## config.mk

```make
export PLATFORM = sky130hd
export DESIGN_NAME = otter_alu_md_flat
export DESIGN_NICKNAME = d
export VERILOG_FILES = /design/src/rtl/otter_alu_md_if.sv /design/src/rtl/otter_alu_md.sv /design/src/flat_wrapper.sv
export SDC_FILE = /design/constraint.sdc
export NUM_CORES = 1
export LEC_CHECK = 0
export BUFFER_PORTS_ARGS = -buffer_cell sky130_fd_sc_hd__buf_2
export CORE_UTILIZATION = 25
export DETAILED_ROUTE_END_ITERATION = 16
export MAX_ROUTING_LAYER = met4
export PLACE_DENSITY_LB_ADDON = 0.3
export SLEW_MARGIN = 15
export SYNTH_ARGS = -nofsm -noshare
export SYNTH_HDL_FRONTEND = slang
export SYNTH_SLANG_ARGS = --single-unit
```

## constraint.sdc

```tcl
create_clock -name clk -period 12.2 [get_ports clk]
set_input_delay 0.61 -clock clk [delete_from_list [all_inputs] [get_ports clk]]
set_output_delay 0.61 -clock clk [all_outputs]
set_load 0.01 [all_outputs]
```

## src/rtl/otter_alu_md_if.sv

```systemverilog
// otter_alu_md_if: start/busy/done request bus between the execute stage and the ALU
interface otter_alu_md_if #(
  parameter int WIDTH = 32
);
  logic             start_i;
  logic [4:0]       alu_fun_i;
  logic [WIDTH-1:0] a_i;
  logic [WIDTH-1:0] b_i;
  logic             busy_o;
  logic             done_o;
  logic [WIDTH-1:0] result_o;
  logic             zero_o;
  modport slave(
    input  start_i, alu_fun_i, a_i, b_i,
    output busy_o, done_o, result_o, zero_o
  );
  modport master(
    output start_i, alu_fun_i, a_i, b_i,
    input  busy_o, done_o, result_o, zero_o
  );
endinterface

```

## src/rtl/otter_alu_md.sv

```systemverilog
// otter_alu_md: registered RV32I/RV32M ALU with an iterative shift-add multiplier and restoring divider
module otter_alu_md #(
  parameter  int WIDTH = 32,
  localparam int SHW   = $clog2(WIDTH)
) (
  input logic           clk,
  input logic           rst_n,
  otter_alu_md_if.slave bus
);
  typedef enum logic [1:0] {IDLE, CALC, FIN} state_t;
  state_t             state_q, state_d;
  logic [SHW-1:0]     cnt_q, cnt_d;
  logic [2*WIDTH-1:0] p_q, p_d;
  logic [WIDTH-1:0]   mb_q, mb_d;
  logic [WIDTH-1:0]   result_q, result_d;
  logic [2:0]         op_q, op_d;
  logic               neg_q, neg_d;
  logic               zero_q, zero_d;
  logic [4:0]         fun;
  logic [WIDTH-1:0]   a, b;
  logic [SHW-1:0]     sh;
  logic               is_m, sa_en, sb_en, sa, sb, ovf, special;
  logic [WIDTH-1:0]   ma, mb, base_res, quick_res;
  logic [WIDTH:0]     sum, cand, diff;
  logic               ge;
  logic [2*WIDTH-1:0] mul_nx, div_nx, step, prod;
  logic [WIDTH-1:0]   quo_s, rem_s, fin_res;
  assign fun = bus.alu_fun_i;
  assign a   = bus.a_i;
  assign b   = bus.b_i;
  assign sh  = b[SHW-1:0];
  // M-op decode: signedness of each operand and the early-completion cases
  assign is_m    = fun[4] & ~fun[3];
  assign sa_en   = fun[2] ? ~fun[0] : (fun[0] ^ fun[1]);
  assign sb_en   = fun[2] ? ~fun[0] : (fun[1:0] == 2'b01);
  assign sa      = a[WIDTH-1] & sa_en;
  assign sb      = b[WIDTH-1] & sb_en;
  assign ma      = sa ? -a : a;
  assign mb      = sb ? -b : b;
  assign ovf     = ~fun[0] & (a == {1'b1, {(WIDTH-1){1'b0}}}) & (b == '1);
  assign special = fun[2] & ((b == '0) | ovf);
  // single-cycle base operations; unlisted codes yield zero
  always_comb begin
    case (fun[3:0])
      4'd0:    base_res = a + b;
      4'd8:    base_res = a - b;
      4'd6:    base_res = a | b;
      4'd7:    base_res = a & b;
      4'd4:    base_res = a ^ b;
      4'd5:    base_res = a >> sh;
      4'd1:    base_res = a << sh;
      4'd13:   base_res = $signed(a) >>> sh;
      4'd2:    base_res = {{(WIDTH-1){1'b0}}, $signed(a) < $signed(b)};
      4'd3:    base_res = {{(WIDTH-1){1'b0}}, a < b};
      4'd9:    base_res = a;
      default: base_res = '0;
    endcase
  end
  assign quick_res = !is_m ? (fun[4] ? '0 : base_res)
                   : (b == '0) ? (fun[1] ? a : '1)
                   : (fun[1] ? '0 : a);
  // one iteration of the unsigned core: p_q holds {acc, multiplier} or {remainder, quotient}
  assign sum    = {1'b0, p_q[2*WIDTH-1:WIDTH]} + (p_q[0] ? {1'b0, mb_q} : '0);
  assign mul_nx = {sum, p_q[WIDTH-1:1]};
  assign cand   = {p_q[2*WIDTH-1:WIDTH], p_q[WIDTH-1]};
  assign diff   = cand - {1'b0, mb_q};
  assign ge     = ~diff[WIDTH];
  assign div_nx = {ge ? diff[WIDTH-1:0] : cand[WIDTH-1:0], p_q[WIDTH-2:0], ge};
  assign step   = op_q[2] ? div_nx : mul_nx;
  // sign correction applied to the final iteration's value
  assign prod    = neg_q ? -step : step;
  assign quo_s   = neg_q ? -step[WIDTH-1:0] : step[WIDTH-1:0];
  assign rem_s   = neg_q ? -step[2*WIDTH-1:WIDTH] : step[2*WIDTH-1:WIDTH];
  assign fin_res = op_q[2] ? (op_q[1] ? rem_s : quo_s)
                 : (op_q[1:0] == 2'b00 ? prod[WIDTH-1:0] : prod[2*WIDTH-1:WIDTH]);
  // next-state: accept in IDLE/FIN, iterate in CALC
  always_comb begin
    state_d  = state_q;
    cnt_d    = cnt_q;
    p_d      = p_q;
    mb_d     = mb_q;
    op_d     = op_q;
    neg_d    = neg_q;
    result_d = result_q;
    if (state_q == CALC) begin
      p_d   = step;
      cnt_d = cnt_q + SHW'(1);
      if (cnt_q == SHW'(WIDTH-1)) begin
        result_d = fin_res;
        state_d  = FIN;
      end
    end else begin
      state_d = IDLE;
      if (bus.start_i) begin
        if (!is_m || special) begin
          result_d = quick_res;
          state_d  = FIN;
        end else begin
          p_d     = {{WIDTH{1'b0}}, ma};
          mb_d    = mb;
          op_d    = fun[2:0];
          neg_d   = (fun[2] & fun[1]) ? sa : (sa ^ sb);
          cnt_d   = '0;
          state_d = CALC;
        end
      end
    end
    zero_d = (result_d == '0);
  end
  // state and datapath registers
  always_ff @(posedge clk or negedge rst_n) begin
    if (!rst_n) begin
      state_q  <= IDLE;
      cnt_q    <= '0;
      p_q      <= '0;
      mb_q     <= '0;
      op_q     <= '0;
      neg_q    <= 1'b0;
      result_q <= '0;
      zero_q   <= 1'b1;
    end else begin
      state_q  <= state_d;
      cnt_q    <= cnt_d;
      p_q      <= p_d;
      mb_q     <= mb_d;
      op_q     <= op_d;
      neg_q    <= neg_d;
      result_q <= result_d;
      zero_q   <= zero_d;
    end
  end
  assign bus.busy_o   = (state_q == CALC);
  assign bus.done_o   = (state_q == FIN);
  assign bus.result_o = result_q;
  assign bus.zero_o   = zero_q;
endmodule

```

## src/flat_wrapper.sv

```systemverilog
// flat-port wrapper written by rule: the top's interface ports become plain ports
module otter_alu_md_flat 
#(
  parameter  int WIDTH = 32,
  localparam int SHW   = $clog2(WIDTH)
)
  (clk, rst_n, bus_start_i, bus_alu_fun_i, bus_a_i, bus_b_i, bus_busy_o, bus_done_o, bus_result_o, bus_zero_o);
  otter_alu_md_if #(.WIDTH(WIDTH)) bus_i ();
  input logic clk;
  input logic rst_n;
  input wire logic [$bits(bus_i.start_i)-1:0] bus_start_i;
  input wire logic [$bits(bus_i.alu_fun_i)-1:0] bus_alu_fun_i;
  input wire logic [$bits(bus_i.a_i)-1:0] bus_a_i;
  input wire logic [$bits(bus_i.b_i)-1:0] bus_b_i;
  output wire logic [$bits(bus_i.busy_o)-1:0] bus_busy_o;
  output wire logic [$bits(bus_i.done_o)-1:0] bus_done_o;
  output wire logic [$bits(bus_i.result_o)-1:0] bus_result_o;
  output wire logic [$bits(bus_i.zero_o)-1:0] bus_zero_o;
  assign bus_i.start_i = bus_start_i;
  assign bus_i.alu_fun_i = bus_alu_fun_i;
  assign bus_i.a_i = bus_a_i;
  assign bus_i.b_i = bus_b_i;
  assign bus_busy_o = bus_i.busy_o;
  assign bus_done_o = bus_i.done_o;
  assign bus_result_o = bus_i.result_o;
  assign bus_zero_o = bus_i.zero_o;
  otter_alu_md #(.WIDTH(WIDTH)) u_core (.clk(clk), .rst_n(rst_n), .bus(bus_i));
endmodule
```

[Word level (Yosys, flattened, before mapping)]
Cells that the tools add are included.
Cells by class
  eq/ne operators: 18
  bitwise logic cells: 18
  add/subtract/negate cells: 10
  reduce and logical (&&, ||, !) cells: 9
  shift-type cells: 3
  $lt $le $gt $ge: 2
  mux-type cells: 34
Operator list (count)
  32-bit two-way mux: 18
  32-bit case mux with 11 select lines: 1
  64-bit two-way mux: 5
  32-bit negation: 4
  32-bit equality test (second input constant): 2
  32-bit logical NOT: 2
  32-bit < comparator: 2
  64-bit negation: 1
  32-bit by 33-bit adder with 33-bit output: 1
  33-bit by 32-bit subtractor with 33-bit output: 1
  32-bit adder: 1
  32-bit AND: 1
  32-bit bitwise OR: 1
  32-bit by 5-bit << shifter with 32-bit output: 1
  32-bit by 5-bit >> shifter with 32-bit output: 1
  32-bit by 5-bit >>> shifter with 32-bit output: 1
  32-bit subtractor: 1
  32-bit XOR: 1
  4-bit by 3-bit equality test with 1-bit output (second input constant): 4
  5-bit two-way mux: 3
  4-bit equality test (second input constant): 3
  4-bit by 2-bit equality test with 1-bit output (second input constant): 2
  2-bit two-way mux: 4
  1-bit AND: 7
  other kinds (18): 26
Word-level totals
  register bits: 140
  input bits: 72
  output and inout bits: 35

[Logic depth before layout (Yosys ltp)]
  depth in word-level cells: 10
  gate-level depth with buffers: 26
  mapped depth without buffers: 25

[Worst setup path after synthesis]
Ideal clock, no wire load.
  kind: in2reg
  from: input bus_b_i[2]
  to: register u_core.zero_q (netlist: u_core.bus.zero_o)
  arrival: 6547 ps
  slack: 5563 ps
  stages on the path: 23
  required time: 12111 ps
  cells stage by stage: clkbuf_1 -> clkinv_1 -> buf_1 -> buf_1 -> clkbuf_1 -> buf_1 -> buf_1 -> ha_1 -> a211oi_1 -> o21bai_1 -> a211oi_1 -> a2111oi_0 -> a211oi_1 -> o22ai_1 -> a221o_1 -> or2_0 -> a221o_1 -> o211a_2 -> nor4_1 -> or4b_1 -> or4_1 -> nor4_1 -> nor4b_2
On the way
  longest elaborated chain between the ends: 9
RTL lines
  start: declaration: RTL line flat_wrapper.sv:14  | input wire logic [$bits(bus_i.b_i)-1:0] bus_b_i;
  parallel branches: the longest is 5 deep, another holds 32-bit subtractor
  32-bit two-way mux *: RTL line otter_alu_md.sv:95  | if (!is_m || special) begin
  32-bit two-way mux *: RTL line otter_alu_md.sv:94  | if (bus.start_i) begin
  32-bit two-way mux *: RTL line otter_alu_md.sv:85  | if (state_q == CALC) begin
  via u_core.result_d[6]: RTL line otter_alu_md.sv:15  | logic [WIDTH-1:0] result_q, result_d;
  32-bit logical NOT *: RTL line otter_alu_md.sv:108  | zero_d = (result_d == '0);
  via u_core.zero_d: RTL line otter_alu_md.sv:18  | logic zero_q, zero_d;
  end signal: assignment: RTL line otter_alu_md.sv:129  | zero_q <= zero_d;
  end: declaration: RTL line otter_alu_md.sv:18
Mark *: on every way through the listed nets, which the timed path passes.
A chain may end at the register's enable or synchronous reset.

[Worst setup path in the final report]
  from: register u_core.p_q[31]
  to: register u_core.zero_q (netlist: u_core.bus.zero_o)
On the way
  longest elaborated chain between the ends: 10
RTL lines
  start: declaration: RTL line otter_alu_md.sv:13  | logic [2*WIDTH-1:0] p_q, p_d;
  start signal: assignment: RTL line otter_alu_md.sv:124  | p_q <= p_d;
  33-bit by 32-bit subtractor with 33-bit output: RTL line otter_alu_md.sv:66  | assign diff = cand - {1'b0, mb_q};
  32-bit two-way mux / 1-bit inverter (equally long branches): RTL line otter_alu_md.sv:68, otter_alu_md.sv:67
  64-bit two-way mux *: RTL line otter_alu_md.sv:69  | assign step = op_q[2] ? div_nx : mul_nx;
  64-bit negation (tied with other cells): RTL line otter_alu_md.sv:71  | assign prod = neg_q ? -step : step;
  64-bit two-way mux (tied with other cells): RTL line otter_alu_md.sv:71
  32-bit two-way mux, on equally long branches: RTL line otter_alu_md.sv:75, otter_alu_md.sv:74
  32-bit two-way mux *: RTL line otter_alu_md.sv:74  | assign fin_res = op_q[2] ? (op_q[1] ? rem_s : quo_s)
  32-bit two-way mux *: RTL line otter_alu_md.sv:88  | if (cnt_q == SHW'(WIDTH-1)) begin
  32-bit two-way mux *: RTL line otter_alu_md.sv:85
  via u_core.result_d[2]: RTL line otter_alu_md.sv:15
  32-bit logical NOT *: RTL line otter_alu_md.sv:108
  via u_core.zero_d: RTL line otter_alu_md.sv:18
The timed path passes the listed nets; every way through them passes the cells marked *.

==> results.md <==
- #FFs+latches synth: 140
- Worst r2r src: u_core.p_q[31]
- Post-synth top area share: 0.139
- R2R setup slack: 4.41 ns
- Crit path max fanout: 13
- Wirelength per Cell: 29.6 um
- Syn avg cell area: 7.07 um^2
- Crit path max-delay family: simple AND/OR/NAND/NOR gates
- Crit start category: flip-flop
- R2r worst-path depth: 26
- CP max stage cell: o31ai_1
- Placement Setup Slack: 4.57 ns
- Most frequent cells in the layout: nand2_1, o21ai_0, a21oi_1
- CTS tree: done
- Vias: 29700
- Worst Path Required: 12.59 ns
- Vias in the first global route: 27500
- First DRT Iteration DRCs: 4428
- Largest net degree at the start of global routing: 76
- Clock buffer depth: 2
- TNS Setup: 0 ns
- Unique masters post-synth: 109
- Max cap viols: 0
- Min Clock Period, post-route: 7.79 ns
- Area of the mapped netlist: 25100 um^2
- Total clock sinks: 140
- Sequential area share after synthesis: 0.140
- Total CTS buffers: 17
- Drc violations: 0
- Status: completed
- R2r endpoint: u_core.bus.zero_o
- Die area: 102000 um^2
- Critical path capture point type: flip-flop
- Vias per cell: 6.19
- Setup violators final: 0
- Most used DFF post-synth: dfrtp_1
- Synth async-reset ratio: 1.00
- Data arrival, critical path: 8.19 ns
- Syn_nets: 3792
- Root Driver: clkbuf_16
- IO Pins: 107
- Leakage Power: 10.9 nW
- Power per cell area: 216 nW/um^2
- Post-Synthesis Cells: 3544
- Max rail drop VDD: 155 uV
- Pins over their slew limit: 0
- Headroom to the max-slew limit: 0.0580
- Slew @ Worst Pin: 1.38 ns
- Final worst setup slack: 4.41 ns
- Total grt overflow: 0
- Number of nets in the layout: 3725
- Synth area leaders: dfrtp_1, ha_1, nand2_1
- CTS H-Tree Depth: 4
- CP dominant cell by count: a21oi_1
- Hold buffer count at CTS: 0
- CTS resizes: 0
- Synth warn: 0
- Final wirelength: 142 mm
- Reg clk slew, reported paths: 0.07 ns
- Period utilization: 0.639
- Crit-path max cell delay: 0.57 ns
- Final GP Congestion: 1.06
- EDFF count, synth: 0
- RSZ-0062 raised after global routing: false
- CP bufs+invs: 3
- Critical path class: reg -> reg
- Setup repair bufs after CTS: 0
- Final hold violation count: 0
- Floorplan core area: 98900 um^2
- Worst-case clock skew: 0.0154 ns
- Worst skew pair latency: 0.49 ns
- Die span in x: 319 um
- Row cnt: 115
- GRT Overall Usage: 0.278
- Pre-antenna DRT Iters: 8
- HP Class: in -> async
- Most common cell after layout, fill and taps aside: nand2_1
- Post-route ant nets: 0
- Share of layout cells above drive strength 1: 0.105
- Post-DP HPWL: 110 mm
- Chip height: 319 um
- Post-synth top area cell: dfrtp_1
- Fmax: 128 MHz
- Initial Util: 0.254
- Initial antenna violation count: 13
- PortBufs: 106
- Area growth syn-to-layout: 9.27%
- Global-route wire length before repair: 202 mm
## sequential cells by signal, summed over array words and instances (netlist names)
register,count
u_core.mb_q,32
u_core.neg_q,1
u_core.bus.result_o,32
u_core.bus.zero_o,1
u_core.cnt_q,5
u_core.state_q,2
u_core.p_q,64
u_core.op_q,3
## area by class of cell
| type | instances | area, um^2 |
|---|---|---|
| inverters | 160 | 601 |
| diodes | 13 | 32.5 |
| clock buffers | 19 | 443 |
| well taps | 1287 | 1610 |
| multi-input cells | 2979 | 19900 |
| fillers | 11000 | 71500 |
| flip-flops and latches | 140 | 3510 |
| repair buffers | 179 | 1090 |
| clock inverters | 13 | 179 |
## logic make-up (layout without fill, tap and decap cells)
kind of cell | count (synthesis) | count (layout) | share of synthesized area
AO/OA/AOI/OAI | 1281 | 1281 | 0.334
AND/OR/NAND/NOR | 1193 | 1193 | 0.228
buffers and inverters | 425 | 371 | 0.0661
adder cells (fa/ha/maj) | 176 | 176 | 0.0891
multiplexers | 169 | 169 | 0.0867
XOR/XNOR | 160 | 160 | 0.0559
flip-flops | 140 | 140 | 0.140
other | 0 | 13 | 0
## synthesized netlist by cell type (34+ instances only)
| master | instances |
|---|---|
| o31ai_1 | 43 |
| o211ai_1 | 82 |
| nor2_1 | 286 |
| dfrtp_1 | 139 |
| a211oi_1 | 74 |
| a21oi_1 | 300 |
| and2_1 | 61 |
| mux2_2 | 44 |
| inv_1 | 157 |
| a21o_1 | 56 |
| xor2_1 | 37 |
| nand2_1 | 413 |
| clkbuf_1 | 198 |
| nand3_1 | 69 |
| ha_1 | 172 |
| xnor2_1 | 123 |
| nor3_1 | 97 |
| a31oi_1 | 50 |
| o21ai_0 | 306 |
| o22ai_1 | 57 |
| mux4_2 | 34 |
| mux2i_1 | 91 |
| nand4_1 | 48 |
## through the flow
step / total power, W / util / area, um^2 / hold WS [ns] / std cells
finish: 0.00591 / 0.277 / 27400 / 0.153 / 4790
global route: 0.00620 / 0.277 / 27400 / 0.210 / 4788
CTS: 0.00578 / 0.277 / 27400 / 0.209 / 4777
detailed placement: 0.00517 / 0.270 / 26700 / 0.493 / 4745
global placement: 0.00518 / 0.270 / 26700 / 0.474 / 4745
floorplan: 0.00362 / - / 25100 / 0.314 / 3544
## routing by layer
metal,track usage,vias to the layer above,share of wire
li1,-,13100,-
met1,0.361,14400,0.42
met2,0.401,1883,0.42
met3,0.0635,312,0.11
met4,0.135,0,0.056
met5,-,-,0
## how the worst max path moves through the flow
stage                   startpoint                 to  slack [ns]  depth (start not counted)
finish              u_core.p_q[31]  u_core.bus.zero_o        4.41                         26
global route        u_core.p_q[31]  u_core.bus.zero_o        4.09                         26
CTS                 u_core.p_q[31]  u_core.bus.zero_o        4.52                         26
detailed placement  u_core.p_q[31]  u_core.bus.zero_o        4.57                         26
global placement    u_core.p_q[31]  u_core.bus.zero_o        4.75                         26
floorplan               bus_b_i[2]  u_core.bus.zero_o        5.56                         23
## where the power goes
| group | leakage (nW) | switching (W) | internal [W] | total, W |
|---|---|---|---|---|
| sequential | 1.75 | 0.000263 | 0.000619 | 0.000883 |
| combinational | 8.84 | 0.00302 | 0.00142 | 0.00444 |
| clock | 0.295 | 0.000254 | 0.000332 | 0.000586 |
| total | 10.9 | 0.00354 | 0.00237 | 0.00591 |
Note: power is estimated with default switching activity, not from simulation.
